===== src/rtl/piso_serializer_if.sv =====
// piso_serializer_if: load handshake, inhibit and serial signals of the PISO serializer
interface piso_serializer_if #(parameter int WIDTH = 8);
    logic clk_inh, load_valid, load_ready, ser, ser_out, ser_valid, busy, done;
    logic [WIDTH-1:0] parallel_in, q;
    modport master (
        output clk_inh, load_valid, parallel_in, ser,
        input  load_ready, ser_out, ser_valid, busy, done, q
    );
    modport slave (
        input  clk_inh, load_valid, parallel_in, ser,
        output load_ready, ser_out, ser_valid, busy, done, q
    );
endinterface


===== src/rtl/piso_serializer.sv =====
// piso_serializer: valid/ready loaded parallel-in serial-out shifter with gapless reload
module piso_serializer #(
    parameter int WIDTH      = 8,
    parameter bit MSB_FIRST  = 1'b0,
    parameter bit IDLE_LEVEL = 1'b0
) (
    input logic clk,
    input logic rst_n,
    piso_serializer_if.slave io
);
    localparam int CW = $clog2(WIDTH);
    typedef enum logic {IDLE, SHIFT} state_t;
    state_t state, state_n;
    logic [WIDTH-1:0] sr, sr_n, shifted;
    logic [CW-1:0] cnt, cnt_n;
    logic step, last, load, done_q;
    // a reload on the last bit wins over the shift so the next word follows without a gap
    always_comb begin
        step = state == SHIFT && !io.clk_inh;
        last = step && cnt == '0;
        io.load_ready = state == IDLE || last;
        load = io.load_valid && io.load_ready;
        shifted = MSB_FIRST ? {sr[WIDTH-2:0], io.ser} : {io.ser, sr[WIDTH-1:1]};
        sr_n = load ? io.parallel_in : step ? shifted : sr;
        cnt_n = load ? CW'(WIDTH - 1) : step ? cnt - 1'b1 : cnt;
        state_n = load ? SHIFT : last ? IDLE : state;
    end
    always_ff @(posedge clk) begin
        if (!rst_n) begin
            state <= IDLE;
            sr <= '0;
            cnt <= '0;
            done_q <= 1'b0;
        end else begin
            state <= state_n;
            sr <= sr_n;
            cnt <= cnt_n;
            done_q <= last;
        end
    end
    assign io.busy = state == SHIFT;
    assign io.ser_valid = state == SHIFT;
    assign io.ser_out = state == SHIFT ? (MSB_FIRST ? sr[WIDTH-1] : sr[0]) : IDLE_LEVEL;
    assign io.done = done_q;
    assign io.q = sr;
endmodule


===== src/flat_wrapper.sv =====
// flat-port wrapper written by rule: the top's interface ports become plain ports
module piso_serializer_flat 
#(
    parameter int WIDTH      = 8,
    parameter bit MSB_FIRST  = 1'b0,
    parameter bit IDLE_LEVEL = 1'b0
)
  (clk, rst_n, io_clk_inh, io_load_valid, io_parallel_in, io_ser, io_load_ready, io_ser_out, io_ser_valid, io_busy, io_done, io_q);
  piso_serializer_if #(.WIDTH(WIDTH)) io_i ();
  input logic clk;
  input logic rst_n;
  input wire logic [$bits(io_i.clk_inh)-1:0] io_clk_inh;
  input wire logic [$bits(io_i.load_valid)-1:0] io_load_valid;
  input wire logic [$bits(io_i.parallel_in)-1:0] io_parallel_in;
  input wire logic [$bits(io_i.ser)-1:0] io_ser;
  output wire logic [$bits(io_i.load_ready)-1:0] io_load_ready;
  output wire logic [$bits(io_i.ser_out)-1:0] io_ser_out;
  output wire logic [$bits(io_i.ser_valid)-1:0] io_ser_valid;
  output wire logic [$bits(io_i.busy)-1:0] io_busy;
  output wire logic [$bits(io_i.done)-1:0] io_done;
  output wire logic [$bits(io_i.q)-1:0] io_q;
  assign io_i.clk_inh = io_clk_inh;
  assign io_i.load_valid = io_load_valid;
  assign io_i.parallel_in = io_parallel_in;
  assign io_i.ser = io_ser;
  assign io_load_ready = io_i.load_ready;
  assign io_ser_out = io_i.ser_out;
  assign io_ser_valid = io_i.ser_valid;
  assign io_busy = io_i.busy;
  assign io_done = io_i.done;
  assign io_q = io_i.q;
  piso_serializer #(.WIDTH(WIDTH), .MSB_FIRST(MSB_FIRST), .IDLE_LEVEL(IDLE_LEVEL)) u_core (.clk(clk), .rst_n(rst_n), .io(io_i));
endmodule

===== config.mk =====
export PLATFORM = sky130hd
export DESIGN_NAME = piso_serializer_flat
export DESIGN_NICKNAME = d
export VERILOG_FILES = /design/src/rtl/piso_serializer_if.sv /design/src/rtl/piso_serializer.sv /design/src/flat_wrapper.sv
export SDC_FILE = /design/constraint.sdc
export NUM_CORES = 1
export LEC_CHECK = 0
export ABC_CLOCK_PERIOD_IN_PS = 3990
export BUFFER_PORTS_ARGS = -buffer_cell sky130_fd_sc_hd__buf_4
export CAP_MARGIN = 20
export CORE_MARGIN = 1.5
export CORE_UTILIZATION = 40
export CTS_BUF_LIST = sky130_fd_sc_hd__clkbuf_2 sky130_fd_sc_hd__clkbuf_4 sky130_fd_sc_hd__clkbuf_8
export DETAILED_ROUTE_END_ITERATION = 12
export PLACE_DENSITY = 0.78
export SLEW_MARGIN = 20
export SYNTH_ARGS = -nofsm -noshare
export SYNTH_HDL_FRONTEND = slang
export SYNTH_SLANG_ARGS = --single-unit

===== constraint.sdc =====
create_clock -name clk -period 3.99 [get_ports clk]
set_input_delay 0.1995 -clock clk [delete_from_list [all_inputs] [get_ports clk]]
set_output_delay 0.1995 -clock clk [all_outputs]
set_load 0.1 [all_outputs]

Word-level counts from Yosys, hierarchy flattened
Index checks and enable logic that the tools add are counted.
- muxes and demuxes: 7
- add/sub/neg operators: 1
- reduce and logical (&&, ||, !) cells: 8
- bitwise logic cells: 1
- operators by type and width (cell ; count):
    2-to-1 mux 8 bit ; 2
    2-to-1 mux 3 bit ; 2
    nonzero test 2 bit ; 2
    logical AND 1 bit ; 3
    logical NOT 3 bit ; 1
    2-to-1 mux 1 bit ; 3
    subtractor 3 x 1 -> 3 bit (second input constant) ; 1
    logical NOT 1 bit ; 1
    logical OR 1 bit ; 1
    inverter 1 bit ; 1
- word-level logic and storage cells: 21
- bits in registers: 13
- output and inout port bits: 13
- input port bits: 13

Longest topological paths before layout
Gate-level depths: netlist of the first run.
- word-level depth: 6
- depth in mapped cells: 6
- gate-level depth less buffers: 5

Worst setup path before layout of the first run
OpenSTA, ideal clock, no wires.
- path kind: reg2reg
- from: reg u_core.state, in the netlist u_core.io.busy
- to: reg u_core.sr[0], in the netlist u_core.io.q[0]
- data required time: 3.875 ns
- stages on the path, launching flop included: 3
- clock period less this slack: 2.709 ns
- arrival time: 2.595 ns
- buffers on the path: 0
- setup slack: 1.281 ns
- cell sequence: dfxtp_1 -> nand2_1 -> a221oi_1
- word-level cells in the longest chain between the ends: 5
- elaborated cells on any way between the ends: 7
- ends and longest elaborated chain (item ; RTL line ; text):
    from (decl) ; piso_serializer.sv:13 ; state_t state, state_n;
    from (signal assigned) ; piso_serializer.sv:35 ; state <= state_n;
    logical AND 1 bit ; piso_serializer.sv:19 ; step = state == SHIFT && !io.clk_inh;
    logical AND 1 bit ; piso_serializer.sv:20 ; last = step && cnt == '0;
    logical OR 1 bit * ; piso_serializer.sv:21 ; io.load_ready = state == IDLE || last;
    via io_load_ready ; flat_wrapper.sv:16 ; output wire logic [$bits(io_i.load_ready)-1:0] io_load_ready;
    logical AND 1 bit * ; piso_serializer.sv:22 ; load = io.load_valid && io.load_ready;
    2-to-1 mux 8 bit / nonzero test 2 bit (equally long branches) ; -- ;
    to (signal assigned) ; piso_serializer.sv:36 ; sr <= sr_n;
    to (decl) ; piso_serializer.sv:14 ; logic [WIDTH-1:0] sr, sr_n, shifted;
The timed path passes the listed nets; every way through them passes the cells marked *.
A chain may end at the register's enable or synchronous reset.

Worst setup path in the final report of the first run
- from: reg u_core.cnt[0]
- to: out io_load_ready
- word-level cells in the longest chain between the ends: 3
- ends and longest elaborated chain (item ; RTL line ; text):
    from (decl) ; piso_serializer.sv:15 ; logic [CW-1:0] cnt, cnt_n;
    from (signal assigned) ; piso_serializer.sv:37 ; cnt <= cnt_n;
    logical NOT 3 bit ; piso_serializer.sv:20 ;
    logical AND 1 bit ; piso_serializer.sv:20 ;
    logical OR 1 bit ; piso_serializer.sv:21 ;
    to (decl) ; flat_wrapper.sv:16 ;
Every way passes these cells.

==> metrics.txt, run 1 <==
final core occ=57.6%; Hold Buf Count CTS=0; number of global-route vias before repair=530; Max IR drop VDD=0.270 mV; Worst-Margin Slew=0.633 ns; core footprint=1540 um^2; Final setup viols=0; I/O pin cnt=26; leakage=0.378 nW; Max Clk Rate=0.461 GHz; Sequential Power Share=38.7%; first-pass iteration count of the detailed router=4; RSZ-0062 raised after global routing=no; cells taking the most area after synthesis=dfxtp_1 38%, a221oi_2 15%, mux2i_1 12%, nor2b_1 8.3%, ha_1 3.7%; Final nets=102; Overall Power=0.000392 W; Post-Route Setup TNS=0 ns; Compound-Gate Fraction of Synth Area=21.2%; first-pass GRT wire length=2210 um; Synth Area in Adders=3.69%; CTS clk-pin slew, worst paths=0.08 ns; Psw=0.000160 W; post-synthesis cell type count=21; xor-xnor portion of the synthesized cell area=2.58%; final worst path period need=2.17 ns; final RePlAce weighted congestion=0.688; commonest non-fill, non-tap cell in the layout=buf_4; crit end category=output pin; Clk pwr share=21.9%; layout cells sized above 1=45.3%; CTS max path bufs=2; Worst Path Max Fanout=9; TritonCTS buffer count=3; power density cells=441 nW/um^2; Synth top area share=38.4%; # Post-CTS Setup Buffers=0; Critical R2R Launch=u_core.cnt[0]$_SDFFE_PN0P_; crit path launch=u_core.cnt[0]$_SDFFE_PN0P_; hold path startpoint=rst_n; DR iter-0 viols=7; Worst Setup Path Type=reg2out; Post-Syn Area=678 um^2; crit share post-route=54.4%; largest net degree at the start of global routing=13; Die ar.=1950 um^2; H-tree depth=1; detailed-route DRC error count=0; wire length per cell=12.8 um; # rows=14; Final ANT Viol Nets=0; all-layer global routing usage=15.2%; worst-skew pair later-pin latency=0.26 ns; Initial Util=44.0%; Via density=5.26; fill count=146; switching share of power=40.9%; Final Hold Vio Count=0; status=finished clean; WL final=1300 um; post-CTS sizing=0; Critical Path RT=3.79 ns; Die Y=44.2 um; CTS Root Buffer Type=clkbuf_4; Slew Viols, Final=0; crit path DAT=1.97 ns; DR vias=537; largest family of logic cells by synthesized area=compound AO/OA/AOI/OAI gates; multiplexer share of the synthesized area=13.5%; Critical Path Start Type=register; Pint=0.000231 W; post-synthesis instance total=61; initial antenna violation count=0; DP Wirelength=922 um; clock sinks=13; IO buf count=25; total gr overflow=0; leading area contributor after synthesis=dfxtp_1; clk_skew=0.00167 ns; Syn-to-layout area delta=31.0%; syn nets=76; synthesized area per cell=11.1 um^2; flops & latches, synth=13; yosys warns=0; most frequent cells in the layout=25 x buf_4, 13 x dfxtp_1, 8 x mux2i_1, 8 x nor2b_1, 7 x a221oi_2; Slew HR=57.6%; HP Class=in2reg; Simple-Gate Fraction of Synth Area=14.6%; Die X-Extent=44.2 um; MaxCap Viol Count=0; antenna cell count=0; logic gate share of total power=39.4%; CTS tree=yes; register area share after synthesis=38.4%
-- worst paths after layout --
path | to | cells after the start | slack, ns
hold / removal | u_core.io.done$_SDFF_PN0_ | 2 | 0.21
hold reg to reg | u_core.io.done$_SDFF_PN0_ | 1 | 0.59
setup / recovery | io_load_ready | 5 | 1.82
setup reg to reg | u_core.io.q[0]$_SDFFE_PN0P_ | 5 | 2.24
-- final cells by class --
cell class	count	area, um^2	area share (%)
well taps	16	20.0	2.25
multi-input cells	41	379	42.7
inverters	3	11.3	1.27
clock buffers	4	30.0	3.38
repair buffers	25	188	21.1
flip-flops and latches	13	260	29.3
-- registers in the layout, summed over array words and instances (netlist names) --
name	cells
u_core.io.done	1
u_core.io.busy	1
u_core.io.q	8
u_core.cnt	3
-- logic make-up after synthesis --
kind of cell,count (synthesis)
xor+xnor,2
fa+ha+maj,2
flops,13
mux,9
compound gates,13
buf+inv,7
simple gates,15
-- routing by layer --
layer  track usage [%]  part of all wire (%)  vias to the layer above
met5                 0                     0                        -
met4              5.45                  0.77                        0
met3              3.67                   7.0                        2
met2              26.5                    46                       20
met1              18.2                    46                      242
li1                  -                     -                      273
-- critical path: stages, from the launching register on --
cell,delay (ns)
dfxtp_1,0.33
inv_1,0.08
ha_1,0.16
or3b_4,0.39
nand2_1,0.36
buf_4,0.38
-- power by group through the flow --
stage	Combinational (W)	Clock, W	Sequential, W
finish	0.000154	0.0000857	0.000151
global route	0.000162	0.0000937	0.000153
CTS	0.000155	0.0000881	0.000152
detailed placement	0.000155	0	0.000154
global placement	0.000154	0	0.000154
floorplan	0.0000630	0	0.000215
-- cells in the mapped netlist --
library cell,n
a21bo_1,1
a21oi_1,4
a221oi_1,1
a221oi_2,7
and2_1,1
and4b_1,1
buf_1,1
buf_4,2
buf_6,1
dfxtp_1,13
ha_1,2
inv_1,3
mux2_2,1
mux2i_1,8
nand2_1,1
nand3b_1,1
nor2_1,1
nor2b_1,9
or3b_4,1
xnor2_1,1
xor2_1,1
-- per-stage QoR --
| stage | hold slack (ns) | cells | setup WS, ns | cell area (um^2) |
|---|---|---|---|---|
| 6_report | 0.211 | 102 | 1.82 | 888 |
| 5_1_grt | 0.207 | 102 | 1.73 | 888 |
| 3_3_place_gp | 0.489 | 98 | 2.09 | 856 |
| 4_1_cts | 0.208 | 102 | 1.81 | 886 |
| 2_1_floorplan | 0.317 | 61 | 1.28 | 678 |
| 3_5_place_dp | 0.485 | 98 | 2.04 | 856 |
Power figures use the tool's default switching activity.
==> inputs of run 2 (changes only) <==
--- a/config.mk
+++ b/config.mk
@@ -5,14 +5,15 @@
 export SDC_FILE = /design/constraint.sdc
 export NUM_CORES = 1
 export LEC_CHECK = 0
-export ABC_CLOCK_PERIOD_IN_PS = 3990
+export ABC_AREA = 1
+export ABC_CLOCK_PERIOD_IN_PS = 2200
 export BUFFER_PORTS_ARGS = -buffer_cell sky130_fd_sc_hd__buf_4
 export CAP_MARGIN = 20
 export CORE_MARGIN = 1.5
 export CORE_UTILIZATION = 40
 export CTS_BUF_LIST = sky130_fd_sc_hd__clkbuf_2 sky130_fd_sc_hd__clkbuf_4 sky130_fd_sc_hd__clkbuf_8
 export DETAILED_ROUTE_END_ITERATION = 12
-export PLACE_DENSITY = 0.78
+export PLACE_DENSITY = 0.77
 export SLEW_MARGIN = 20
 export SYNTH_ARGS = -nofsm -noshare
 export SYNTH_HDL_FRONTEND = slang
==> constraint.sdc (replaced) <==
create_clock -name clk -period 2.2 [get_ports clk]
set_input_delay 0.11 -clock clk [delete_from_list [all_inputs] [get_ports clk]]
set_output_delay 0.11 -clock clk [all_outputs]
set_load 0.1 [all_outputs]
==> run 2 against run 1 <==
Net effect:
- global-route usage shrank 0.39 points
- flip-flop and latch count is the same
- clock power grew 87%
- power grew 83%
- clock skew grew 0.0039 ns
- critical path type unchanged
- highest routed layer unchanged
==> metrics.txt, run 2 <==
status=finished clean; worst-skew pair later-pin latency=0.27 ns; Post-Syn Area=774 um^2; MaxCap Viol Count=0; clk_skew=0.00562 ns; Final ANT Viol Nets=0; Final setup viols=0; Synth top area share=33.6%; switching share of power=42.6%; DP Wirelength=1110 um; HP Class=in2reg; Critical Path RT=2.09 ns; # Post-CTS Setup Buffers=0; logic gate share of total power=39.4%; post-CTS sizing=0; Worst Path Max Fanout=11; leading area contributor after synthesis=dfxtp_1; crit end category=output pin; Syn-to-layout area delta=25.5%; RSZ-0062 raised after global routing=no; register area share after synthesis=33.6%; Sequential Power Share=38.1%; # rows=15; WL final=1510 um; Slew HR=67.3%; number of flip-flops under the largest register name=8; number of global-route vias before repair=541; Hold Path End=u_core.io.q[0]$_SDFFE_PN0P_; antenna cell count=0; Initial Util=43.9%; wire length per cell=10.1 um; final worst slack=0.487 ns; crit share post-route=77.9%; total gr overflow=0; Psw=0.000304 W; DR vias=667; hold depth=3; most frequent cell after synthesis=nand2_1; Final nets=141; syn nets=117; Slew Viols, Final=0; crit path DAT=1.60 ns; Worst-Margin Slew=0.490 ns; flops & latches, synth=13; commonest non-fill, non-tap cell in the layout=nand2_1; top cells by count, synth=28 x nand2_1, 15 x inv_1, 13 x dfxtp_1; CTS max path bufs=2; Via density=4.45; Primary FF master, synth=dfxtp_1; Synth async-reset ratio=0%; Post-synth EDFFs=0; power density cells=735 nW/um^2; Clk pwr share=22.4%; Max Clk Rate=0.584 GHz; first-pass GRT wire length=2310 um; Pint=0.000410 W; final worst path period need=1.71 ns; Die Y=47 um; Critical Path Start Type=register; Worst Setup Path Type=reg2out; Die X-Extent=47 um; post-synthesis instance total=102; fill count=172; TritonCTS buffer count=3; CTS clk-pin slew, worst paths=0.08 ns; worst-case reg-to-reg path depth=9; Post-Route Setup TNS=0 ns; Hold Buf Count CTS=0; H-tree depth=1; synthesized area per cell=7.59 um^2; crit path launch=u_core.cnt[0]$_SDFFE_PN0P_; DR iter-0 viols=7; detailed-route DRC error count=0; Die ar.=2210 um^2; initial antenna violation count=0; layout cells sized above 1=38.4%; most frequent cells in the layout=28 x nand2_1, 25 x buf_4, 15 x inv_1; Max IR drop VDD=0.307 mV; Critical R2R Launch=u_core.cnt[0]$_SDFFE_PN0P_; IO buf count=25; cells taking the most area after synthesis=dfxtp_1 34%, nand2_1 14%, nand3_2 9.0%, a21oi_2 7.9%, inv_1 7.3%; pre-CTS setup slack=0.642 ns; CTS tree=yes; final RePlAce weighted congestion=0.765; hold path startpoint=rst_n; leakage=0.482 nW; largest net degree at the start of global routing=19; core footprint=1760 um^2; post-synthesis cell type count=22; all-layer global routing usage=14.8%; CTS Root Buffer Type=clkbuf_4; clock sinks=13; I/O pin cnt=26; end of the worst register-to-register path=u_core.io.q[0]$_SDFFE_PN0P_; yosys warns=0; first-pass iteration count of the detailed router=5; Reg2Reg Setup Slack=0.65 ns; Final Hold Vio Count=0
## run 2: cell types whose count changed after synthesis, moves of 2 or more
| cell | change |
|---|---|
| a21oi_2 | +7 |
| a221oi_2 | -7 |
| inv_1 | +12 |
| inv_2 | +2 |
| mux2i_1 | -8 |
| nand2_1 | +27 |
| nand3_1 | +10 |
| nand3_2 | +7 |
| nor2b_1 | -9 |
## run 2: worst max-delay path by stage
stage | end | slack (ns) | cells past startpoint
2_1_floorplan | u_core.io.q[0]$_SDFFE_PN0P_ | 0.30 | 7
3_5_place_dp | u_core.io.q[0]$_SDFFE_PN0P_ | 0.64 | 9
3_3_place_gp | u_core.io.q[0]$_SDFFE_PN0P_ | 0.69 | 9
5_1_grt | io_load_ready | 0.38 | 5
4_1_cts | io_load_ready | 0.46 | 5
6_report | io_load_ready | 0.49 | 5
## run 2: logic make-up (layout without fill, tap and decap cells)
kind of cell | after synthesis | in the layout | synth area share (%)
adders and majority gates | 2 | 2 | 3.23
DFF | 13 | 13 | 33.6
xor gates and xnor gates | 1 | 1 | 1.13
AOI/OAI and AO/OA | 14 | 14 | 14.7
buffers and inverters | 23 | 46 | 14.9
and+or+nand+nor | 49 | 49 | 32.5
## run 2: area by class of cell
type | count | area (um^2) | area share (%)
clock buffers | 4 | 30.0 | 3.09
inverters | 17 | 63.8 | 6.56
multi-input cells | 66 | 399 | 41.1
flip-flops and latches | 13 | 260 | 26.8
well taps | 25 | 31.3 | 3.22
repair buffers | 25 | 188 | 19.3
## run 2: worst max-delay path: stages (launching register included)
cell      delay [ns]
dfxtp_1         0.30
inv_1           0.11
ha_1            0.17
nand2_1         0.10
o21bai_4        0.30
buf_4           0.36
## run 2: routing by layer
metal  part of all wire [%]  GRT usage (%)
met1                     46           19.4
met2                     49           24.1
met4                   0.53           5.00
met5                      0              0
met3                    3.6           3.46
## run 2: through the flow
| step | cell area, um^2 | std cells | utilization [%] | hold WS (ns) | power, W |
|---|---|---|---|---|---|
| 6_report | 972 | 150 | 55.1 | 0.0339 | 0.000715 |
| 5_1_grt | 972 | 150 | 55.1 | 0.0329 | 0.000751 |
| 4_1_cts | 972 | 150 | 55.1 | 0.0250 | 0.000722 |
| 3_5_place_dp | 942 | 146 | 53.4 | 0.307 | 0.000561 |
| 3_3_place_gp | 942 | 146 | 53.4 | 0.307 | 0.000557 |
| 2_1_floorplan | 774 | 102 | - | 0.208 | 0.000510 |
## run 2: power by group through the flow
stage / clock (W) / combinational (W) / sequential, W
after CTS: 0.000166 / 0.000284 / 0.000273
after global routing: 0.000177 / 0.000298 / 0.000276
after floorplan: 0 / 0.000128 / 0.000382
after global placement: 0 / 0.000280 / 0.000278
final: 0.000160 / 0.000282 / 0.000273
after detailed placement: 0 / 0.000283 / 0.000278
